### src/rtl/payment_controller.sv
// Coin-operated payment controller: accumulates credit, charges the price latched
// upstream on a buy, and pays out residual credit as one change coin per cycle.
module payment_controller #(
  parameter int COIN_A_VALUE = 5,
  parameter int COIN_B_VALUE = 10,
  parameter int COIN_C_VALUE = 20,
  parameter int CHANGE_HI    = 10,
  parameter int CHANGE_LO    = 5
) (
  input  logic       clk,
  input  logic       reset,
  input  logic [4:0] selected_price,
  input  logic       coin_valid,
  input  logic [1:0] coin_type,
  input  logic       buy,
  input  logic       cancel,
  output logic [4:0] credit,
  output logic       coin_reject,
  output logic       dispense,
  output logic       buy_denied,
  output logic       change_valid,
  output logic [4:0] change_value,
  output logic       busy
);

  typedef enum logic [1:0] {
    IDLE    = 2'd0,
    COLLECT = 2'd1,
    VEND    = 2'd2,
    CHANGE  = 2'd3
  } state_t;

  state_t     state_r;
  state_t     state_s;
  logic [4:0] credit_s;
  logic [4:0] change_value_s;
  logic       coin_reject_s;
  logic       dispense_s;
  logic       buy_denied_s;
  logic       change_valid_s;
  logic       busy_s;
  logic [5:0] coin_val_s;
  logic [5:0] coin_sum_s;
  logic       coin_ok_s;

  // Largest change coin that does not exceed the remaining credit.
  function automatic logic [4:0] change_coin(input logic [4:0] c);
    if (c >= 5'(CHANGE_HI)) begin
      change_coin = 5'(CHANGE_HI);
    end else if (c >= 5'(CHANGE_LO)) begin
      change_coin = 5'(CHANGE_LO);
    end else begin
      change_coin = c;
    end
  endfunction

  // Coin value decode and 6-bit overflow check so credit never wraps.
  always_comb begin
    coin_val_s = 6'd0;
    case (coin_type)
      2'b00:   coin_val_s = 6'(COIN_A_VALUE);
      2'b01:   coin_val_s = 6'(COIN_B_VALUE);
      2'b10:   coin_val_s = 6'(COIN_C_VALUE);
      default: coin_val_s = 6'd0;
    endcase
    coin_sum_s = {1'b0, credit} + coin_val_s;
    coin_ok_s  = (coin_type != 2'b11) && (coin_sum_s <= 6'd31);
  end

  // Next-state, next-credit and next-output logic.
  always_comb begin
    state_s        = state_r;
    credit_s       = credit;
    coin_reject_s  = 1'b0;
    dispense_s     = 1'b0;
    buy_denied_s   = 1'b0;
    change_valid_s = 1'b0;
    change_value_s = 5'd0;
    case (state_r)
      IDLE, COLLECT: begin
        if (state_r == COLLECT && cancel) begin
          coin_reject_s  = coin_valid;
          change_valid_s = 1'b1;
          change_value_s = change_coin(credit);
          credit_s       = credit - change_coin(credit);
          state_s        = CHANGE;
        end else if (buy) begin
          coin_reject_s = coin_valid;
          if (state_r == COLLECT && selected_price != 5'd0 && credit >= selected_price) begin
            credit_s   = credit - selected_price;
            dispense_s = 1'b1;
            state_s    = VEND;
          end else begin
            buy_denied_s = 1'b1;
          end
        end else if (cancel) begin
          coin_reject_s = coin_valid;
        end else if (coin_valid) begin
          if (coin_ok_s) begin
            credit_s = coin_sum_s[4:0];
            state_s  = COLLECT;
          end else begin
            coin_reject_s = 1'b1;
          end
        end else begin
          state_s = state_r;
        end
      end
      VEND, CHANGE: begin
        // The first coin is issued on the edge that enters CHANGE.
        coin_reject_s = coin_valid;
        if (credit != 5'd0) begin
          change_valid_s = 1'b1;
          change_value_s = change_coin(credit);
          credit_s       = credit - change_coin(credit);
          state_s        = CHANGE;
        end else begin
          state_s = IDLE;
        end
      end
      default: begin
        state_s  = IDLE;
        credit_s = 5'd0;
      end
    endcase
    busy_s = (state_s == VEND) || (state_s == CHANGE);
  end

  // State, credit and registered outputs.
  always_ff @(posedge clk or posedge reset) begin
    if (reset) begin
      state_r      <= IDLE;
      credit       <= 5'd0;
      coin_reject  <= 1'b0;
      dispense     <= 1'b0;
      buy_denied   <= 1'b0;
      change_valid <= 1'b0;
      change_value <= 5'd0;
      busy         <= 1'b0;
    end else begin
      state_r      <= state_s;
      credit       <= credit_s;
      coin_reject  <= coin_reject_s;
      dispense     <= dispense_s;
      buy_denied   <= buy_denied_s;
      change_valid <= change_valid_s;
      change_value <= change_value_s;
      busy         <= busy_s;
    end
  end

endmodule

### config.mk
export PLATFORM = sky130hd
export DESIGN_NAME = payment_controller
export DESIGN_NICKNAME = d
export VERILOG_FILES = /design/src/rtl/payment_controller.sv
export SDC_FILE = /design/constraint.sdc
export NUM_CORES = 1
export LEC_CHECK = 0
export CELL_PAD_IN_SITES_DETAIL_PLACEMENT = 0
export CELL_PAD_IN_SITES_GLOBAL_PLACEMENT = 1
export CORE_MARGIN = 5
export CORE_UTILIZATION = 45
export CTS_CLUSTER_SIZE = 40
export DETAILED_ROUTE_END_ITERATION = 7
export DONT_BUFFER_PORTS = 1
export PLACE_DENSITY = 0.78
export RECOVER_POWER = 100
export SYNTH_ARGS = -nofsm -noshare
export SYNTH_HDL_FRONTEND = slang
export SYNTH_SLANG_ARGS = --single-unit
### constraint.sdc
create_clock -name clk -period 5 [get_ports clk]
set_input_delay 0.5 -clock clk [delete_from_list [all_inputs] [get_ports clk]]
set_output_delay 0.5 -clock clk [all_outputs]
set_load 0.03 [all_outputs]
==> impl_metrics.yaml <==
routing:
  wirelength_um: 3170
  antenna_left: 0
  drt-wirelength-per-cell_um: 16.1
  met3_length_um: 140
  post_drt_via_cell_ratio: 5.63
  vias: 1109
  met2_length_um: 1520
  wl_met1_um: 1450
  firstDrtPassIters: 4
  drc: 0
  drt_iter0_markers: 54
  top_layer_used: "met4"
synthesis:
  avgSynthCellArea_um2: 9.29
  syn_nets: 181
  ys_async_sr_fraction_pct: 100
  synth_edf_count: 0
  ys_seq_elements: 17
  synth_cell_types: 48
  yosys_warnings: 0
  synth_top_area_cell: "dfrtp_1"
  synthTopCellsByArea: "dfrtp_1 30%, ha_1 12%, a21oi_1 4.3%, fa_1 4.3%, nor2_1 4.3%"
  syn_area_um2: 1410
  synth_top_area_share_pct: 30.1
  synthCells: 152
  yosysSeqAreaShare_pct: 30.1
  synth_ff_type: "dfrtp_1"
cts:
  cts.clk_slew.worst_paths_ns: 0.09
  cts_buffers: 3
  cts-root-buf: "clkbuf_4"
  cts_resized: 0
  htree_levels: 1
  cts_setup_buffers: 0
  cts_tree: "done"
  ctsHoldBuffers: 0
  clock-sinks: 17
  clk_latency_ns: 0.29
  cts_buffer_depth: 2
final_layout:
  diodes: 0
  area_growth_pct: 2.13
  fin_nets: 183
  seqCellArea_um2: 425
  drive_above_1_share_pct: 8.50
  multi_input_area_um2: 886
  fill_cells: 308
  final_util_pct: 47.6
  final_cell_area_um2: 1440
global_route:
  grt_max_degree: 18
  grt_pass1_vias: 1114
  grt_util_all_layers_pct: 15.7
  grt-ovfl-total: 0
  antenna_found_initial: 0
  grt_pass1_wl_um: 5200
placed_design:
  placement.cell_area_um2: 1460
  io_buffers: 0
  place.gp.congestion: 0.828
  dpl.hpwl_um: 2530
worst_setup_path:
  r2r_start: "credit[4]"
  startpoint: "credit[4]"
  reg2reg_depth: 6
  cp_slowest_cell: "dfrtp_1"
  critical_path.max_fanout: 11
  rrSetupSlack_ns: 1.78
  start_kind: "flip-flop"
  crit_path_cell_trace: "ha_1 -> a211o_1 -> a311oi_1 -> nor3_1 -> o31ai_1 -> mux2_4"
  timing.rr.end: "credit[3]"
  slowest_delay_ns: 0.79
  worstPathRequired_ns: 5.18
  cpLargestDelayFamily: "compound AO/OA/AOI/OAI gates"
  worst-path-buf-inv: 0
  critPathCaptureType: "flip-flop"
  critPathKind: "flip-flop to flip-flop"
  critPathArrivalTime_ns: 3.40
status:
  status: "finished clean"
hold_path:
  hp-class: "primary input to asynchronous set/reset pin"
power_and_ir_drop:
  leakage_nw: 0.659
  power.density_nw_per_um2: 700
  p_total_mw: 1.01
  peakVddDrop_mv: 0.225
job:
  drv_cap: 0
timing:
  finClkSkew_ns: 0.00258
  maxSlewViolCount: 0
  final.period_utilization_pct: 64.5
  hold_viol: 0
  setup_viol: 0
  period_needed_ns: 3.22
  fmax_ghz: 0.310
  rsz0062_at_grt: "no"
  tightestPinTransition_ns: 0.853
  slew_headroom_pct: 42.7
  setup_tns_ns: 0
die:
  die-area_um2: 4360
  core_area_um2: 3030
  boundaryPins: 27
  die_h_um: 66.0
  row_count: 20
  die_w_um: 66.0
  start_util_pct: 46.7
[worst register-to-register path, delay by kind of cell, from the launching register on]
| family | cells | cell delay (ns) |
|---|---|---|
| simple gates | 1 | 0.17 |
| fa+ha+maj | 1 | 0.40 |
| mux | 1 | 0.35 |
| flops | 1 | 0.79 |
| compound gates | 3 | 1.40 |
[cell usage after synthesis, drive strengths merged (2+ instances only)]
master   n
a21oi   13
mux2i    3
mux2     2
a21o     5
o21a     2
a311oi   2
dfrtp   17
xor2     5
clkbuf   3
o21ai    7
inv     13
and2     2
nor2    16
o31ai    3
ha      14
nand2b   2
nor2b    2
nor3     7
fa       3
nand2    9
[flip-flops by register name (all words and copies together) (netlist names)]
name          cells
state_r           2
change_valid      1
dispense          1
credit            5
change_value      5
busy              1
buy_denied        1
coin_reject       1
[logic make-up (layout without fill, tap and decap cells)]
logic type	Yosys count	after routing	share of synthesized area, %
adders and majority gates	17	17	16.7
buffers and inverters	16	17	4.25
xor gates and xnor gates	6	6	3.72
other	1	1	0.265
and+or+nand+nor	51	51	20.2
muxes	5	5	4.25
DFF	17	17	30.1
AOI/OAI and AO/OA	39	39	20.5
[metrics by stage]
stage / hold WS (ns) / instances / worst slack (ns)
global placement: 0.492 / 193 / 2.28
floorplan: 0.426 / 152 / 2.48
CTS: 0.178 / 197 / 2.16
finish: 0.163 / 197 / 1.78
detailed placement: 0.499 / 193 / 2.17
global route: 0.242 / 197 / 1.61
[layer usage]
layer / vias up / track usage [%]
met4: 0 / 6.85
li1: 539 / -
met5: - / 0
met3: 4 / 1.53
met2: 34 / 26.4
met1: 532 / 20.5
[layout make-up]
class                   count  share of cell area (%)
multi-input cells         119                    61.4
flip-flops and latches     17                    29.5
well taps                  44                    3.82
inverters                  13                    3.38
clock buffers               3                    1.56
clock inverters             1                   0.347
[placed cells by master (no fill, tap or decap), types with 2 or more instances in the layout]
master,Yosys,layout
xor2_1,5,5
fa_1,3,3
a21o_1,4,4
a311oi_1,1,2
mux2_4,2,2
clkbuf_4,0,3
nand2_1,9,9
o21ai_0,7,7
nor3_1,6,7
o31ai_1,2,3
nor2b_1,2,2
nand2b_1,2,2
o21a_1,2,2
ha_1,14,14
dfrtp_1,17,17
a21oi_1,12,12
nor2_1,16,16
mux2i_1,3,3
inv_1,13,13
[where the power goes]
| part | total (mW) | switching [mW] | internal [mW] |
|---|---|---|---|
| logic | 0.590 | 0.298 | 0.292 |
| registers | 0.349 | 0.165 | 0.184 |
| clock network | 0.0706 | 0.0409 | 0.0297 |
| total | 1.01 | 0.504 | 0.506 |
[worst max-delay path by stage]
stage                            to  slack [ns]  cells past startpoint
after floorplan           credit[4]        2.48                     12
after global placement    credit[4]        2.28                     12
after detailed placement  credit[4]        2.17                     12
after CTS                 credit[4]        2.16                     12
after global routing      credit[2]        1.61                      6
final                     credit[3]        1.78                      6
Note: power is estimated with default switching activity, not from simulation.
